$ cat src/rtl/srl_stream_ctrl.sv
// Valid/ready front-end for a 32-deep SRL delay line used as a fixed-latency FIFO.
// Shadows per-entry validity (SRL contents have no reset) and supports bubble-free flush.
module srl_stream_ctrl #(
  parameter int DATA_WIDTH = 16,
  parameter int DEPTH      = 32,
  parameter int CW         = 6,
  localparam int W         = DATA_WIDTH * 2
) (
  input  logic          clk,
  input  logic          rst,
  input  logic          s_valid,
  output logic          s_ready,
  input  logic [W-1:0]  s_data,
  input  logic          flush,
  output logic          srl_ce,
  output logic [W-1:0]  srl_din,
  input  logic [W-1:0]  srl_dout,
  output logic          m_valid,
  input  logic          m_ready,
  output logic [W-1:0]  m_data,
  output logic [CW-1:0] fill_cnt,
  output logic          busy
);

  typedef enum logic [1:0] {FILL, RUN, DRAIN} state_t;

  localparam logic [CW-1:0] FULL = CW'(DEPTH);

  state_t           state;
  logic [DEPTH-1:0] vld_sr;
  logic             out_free;
  logic             top_vld;
  logic             xfer;
  logic             pop_real;
  logic [CW-1:0]    cnt_after_xfer;

  always_comb begin
    out_free = !m_valid | m_ready;
    top_vld  = vld_sr[DEPTH-1];
    s_ready  = 1'b0;
    srl_ce   = 1'b0;
    srl_din  = s_data;
    case (state)
      FILL: begin
        s_ready = 1'b1;
        srl_ce  = s_valid;
      end
      RUN: begin
        s_ready = out_free;
        srl_ce  = s_valid & out_free;
      end
      DRAIN: begin
        // Bubbles at the tap shift freely; a real sample waits for the output slot.
        srl_din = '0;
        srl_ce  = !top_vld | out_free;
      end
      default: ;
    endcase
    xfer           = s_valid & s_ready;
    pop_real       = srl_ce & top_vld;
    cnt_after_xfer = fill_cnt + CW'(xfer);
  end

  always_ff @(posedge clk) begin
    if (rst) begin
      state    <= FILL;
      fill_cnt <= '0;
      vld_sr   <= '0;
      m_valid  <= 1'b0;
      m_data   <= '0;
      busy     <= 1'b0;
    end else begin
      if (srl_ce) vld_sr <= {vld_sr[DEPTH-2:0], xfer};

      if (pop_real) begin
        m_data  <= srl_dout;
        m_valid <= 1'b1;
      end else if (m_ready) begin
        m_valid <= 1'b0;
      end

      case (state)
        FILL: begin
          fill_cnt <= cnt_after_xfer;
          if (flush) begin
            if (cnt_after_xfer != '0) begin
              state <= DRAIN;
              busy  <= 1'b1;
            end
          end else if (cnt_after_xfer == FULL) begin
            state <= RUN;
          end
        end
        RUN: begin
          if (flush) begin
            state <= DRAIN;
            busy  <= 1'b1;
          end
        end
        DRAIN: begin
          if (pop_real) begin
            fill_cnt <= fill_cnt - CW'(1);
            if (fill_cnt == CW'(1)) begin
              state <= FILL;
              busy  <= 1'b0;
            end
          end
        end
        default: begin
          state <= FILL;
          busy  <= 1'b0;
        end
      endcase
    end
  end

  fill_cnt_range: assert property (@(posedge clk) disable iff (rst) fill_cnt <= FULL);

endmodule

$ cat config.mk
export PLATFORM = sky130hd
export DESIGN_NAME = srl_stream_ctrl
export DESIGN_NICKNAME = d
export VERILOG_FILES = /design/src/rtl/srl_stream_ctrl.sv
export SDC_FILE = /design/constraint.sdc
export NUM_CORES = 1
export LEC_CHECK = 0
export ABC_AREA = 1
export ABC_CLOCK_PERIOD_IN_PS = 2850
export CAP_MARGIN = 20
export CORE_MARGIN = 8
export CORE_UTILIZATION = 47
export CTS_BUF_LIST = sky130_fd_sc_hd__clkbuf_8
export DETAILED_ROUTE_END_ITERATION = 16
export PLACE_DENSITY = 0.87
export SLEW_MARGIN = 40
export SYNTH_ARGS = -nofsm -noshare
export SYNTH_HDL_FRONTEND = slang
export SYNTH_SLANG_ARGS = --single-unit
$ cat constraint.sdc
create_clock -name clk -period 2.85 [get_ports clk]
set_input_delay 0.57 -clock clk [delete_from_list [all_inputs] [get_ports clk]]
set_output_delay 0.57 -clock clk [all_outputs]
set_load 0.01 [all_outputs]
==> results list <==
- Status: complete, no violations
* Drt first-iter violations: 146
* Routability Congestion: 0.9053
* Internal cell power: 2.341 mW
* Total placed instance area: 0.004702 mm2
* Net Sw Power: 1.411 mW
- Die Area: 0.009868 mm2
- Across the run, the number of max-cap violations was 0.
- Headroom to the max-slew limit came out at 64.53%.
* Final instance count without filler cells: 701
- Timing would allow up to 395.1 MHz.
- HPWL after DPL: 7274 um
* 1st-pass router iterations: 4
- Final number of hold-violating endpoints: 0
- After global routing the overflow that remains totals 0.
- For the pin with the worst max-slew slack, the measured transition is 0.5312 ns.
* Port Buffers: 142
* Area of the multi-input gates: 0.001463 mm2
- The final-report max-slew violation count was 0.
* Post-synthesis to final-layout area growth: 50.98%
* Maximum vdd drop: 0.3877 mV
* Detailed-route wire length: 9633 um
* Tcrit/Tclk final: 88.80%
- Setup repair after global routing left no endpoint under its margin.
* Distinct cell type count of the synthesized netlist: 23
* Total number of yosys warnings: 0
* Type of the worst setup path: input port to register
- Syn_area_per_cell: 6.745 um2
- Switching fraction of total power: 37.60%
* Largest net degree at the start of global routing: 40
- At the worst endpoint, the arrival time is 2.77 ns.
- Post-Syn Nets: 557
* Register share of total power: 31.7%
* CTS clock-pin slew for the worst setup and hold paths: 0.08 ns
- Clk sinks: 74
- Per report_power, the clock group accounts for 24.1% of the total.
- Post-route cell area: 0.004928 mm2
- Maximum level of the CTS H-tree: 3
* Flop and latch count out of synthesis: 74
* Hold-fix buffer count after cts: 0
* Fill cell count: 502
- Core area: 0.006756 mm2
- The clock reaches the later pin of the worst-skew pair after 0.34 ns.
- Maximum buffer depth of the clock tree: 2
- Once layout is complete, the utilization of the core stands at 72.94%.
- The cell count after synthesis came out at 484.
* Buffers inserted during post-CTS setup optimization: 0
- The number of clock buffers added by TritonCTS is 9.
- Across the whole layout, storage elements account for 0.001481 mm2.
* Endpoint required time on the critical path: 3.09 ns
- Kind of launch point of the worst setup path: input port
- Sequential area share after synthesis: 45.38%
* Instance count along the most critical hold path: 2
- Count of nets left with antenna violations after detail routing: 0
- Die W: 99.34 um
* Antenna violations before repair: 0
- Class of the most critical hold timing path: register to register
- The worst path in the final design needs a cycle of 2.531 ns, including I/O delays and setup.
- Cell leakage power: 1.998 nW
- Post-CTS repair changed the size of 0 cells.
* Number of global-route vias before repair: 3477
- Adding up every negative setup slack in the final design gives 0 ns.
- Number of cells after detailed placement: 686
- Via-to-Cell Ratio: 4.986
- Maximum fanout along the worst path: 4
- At the end of the flow, the number of nets in the layout was 690.
- Starting Density: 48.31%
* Kind of end point of the critical path: register
- The library cells used most frequently in the layout, excluding fill and tap cells, are clkdlybuf4s50_1 (142), nor2_1 (116), nand2_1 (105), dfxtp_1 (74), inv_1 (49).
- The repair_antennas step left the layout with diodes totalling 0.
* Total track usage: 19.40%
* CTS tree: yes
* Top Ports: 143
- The cell sitting at the root of the clock tree is a clkbuf_8.
- Skew final: 0.01055 ns
- Part of the total power dissipated in combinational logic: 44.2%
- Number of rows in the core area: 30
* Endpoints failing setup: 0
* Synthesized cell area: 0.003264 mm2
- In this run the power density over the cells is 761.2 mW/mm2.
- Via count of the routed design: 3495
- Worst Reg-to-Reg Cells: 14
- In the final routed layout, each cell accounts on average for 13.74 um.
- Vert. Die Dim: 99.34 um
- The first global-routing pass estimated 15660 um of wire.
* # DRC: 0
- Share of post-route cells with drive strength above 1: 4.992%
- Most common library cell in the layout ignoring fill and taps: clkdlybuf4s50_1
## worst max-delay path, stage by stage
cell	delay, ns
clkdlybuf4s50_1	0.45
inv_1	0.06
a31oi_1	0.18
nand2_1	0.10
inv_1	0.07
ha_1	0.21
ha_1	0.27
inv_1	0.08
o21ai_0	0.17
nand2_1	0.09
inv_1	0.07
nand2_1	0.07
nand2_1	0.06
nand2_1	0.04
inv_1	0.05
nand2_1	0.07
nor2_1	0.11
nor2_1	0.05
## synthesized netlist by cell type, drive strengths merged
master	instances	area [um2]
a21oi	39	195.2
nor2	118	447.9
xnor2	1	8.760
buf	11	62.56
xor2	2	17.52
dfxtp	74	1481
ha	4	50.05
clkbuf	13	51.30
nand3	14	87.59
nand4	1	6.260
o21ai	44	231.5
a31oi	2	12.51
nand2	106	405.4
inv	55	206.5
## layout make-up
| type | instances | share of cell area (%) |
|---|---|---|
| Sequential cell | 74 | 30.06 |
| Tap cell | 80 | 2.031 |
| Multi-Input combinational cell | 331 | 29.68 |
| Inverter | 55 | 4.189 |
| Clock buffer | 11 | 3.072 |
| Timing Repair Buffer | 146 | 29.45 |
| Clock inverter | 4 | 1.523 |
## metrics by stage
stage	total power, mW	setup WS, ns	hold WS [ns]
3_3_place_gp	2.825	0.1251	0.4479
5_1_grt	4.017	0.08576	0.4802
6_report	3.752	0.3192	0.4612
3_5_place_dp	2.865	0.008398	0.4527
2_1_floorplan	2.186	0.6000	0.4390
4_1_cts	3.774	0.3480	0.4646
## power by group through the flow
stage / Clock (mW) / Sequential (mW) / Combinational (mW)
detailed placement: 0 / 1.21 / 1.65
global placement: 0 / 1.21 / 1.61
floorplan: 0 / 1.20 / 0.984
global route: 0.968 / 1.20 / 1.85
finish: 0.904 / 1.19 / 1.66
CTS: 0.921 / 1.19 / 1.66
## routing by layer
metal	GRT usage, %	vias to the layer above	wire length, um
met2	32.64	166	4359
met3	9.148	9	1102
met5	0	-	0
li1	-	1753	-
met1	20.93	1567	4059
met4	6.519	0	112
## path summary, 6_finish.rpt
| path | to | slack, ns | startpoint |
|---|---|---|---|
| worst max-delay path | state[1] | 0.32 | m_ready |
| worst min-delay path | vld_sr[26] | 0.46 | vld_sr[26] |
| worst max register to register | busy | 0.58 | state[0] |
| worst min register to register | vld_sr[26] | 0.46 | vld_sr[26] |
## registers in the layout, summed over array words and instances (netlist names)
signal / count
m_data: 32
fill_cnt: 6
vld_sr: 32
m_valid: 1
busy: 1
state: 2
## logic make-up after synthesis
logic type / count (synthesis) / synth area share (%)
compound gates: 85 / 13.45
xor+xnor: 3 / 0.8051
fa+ha+maj: 4 / 1.533
buf+inv: 79 / 9.812
simple gates: 239 / 29.02
flops: 74 / 45.38
Note: power is estimated with default switching activity, not from simulation.
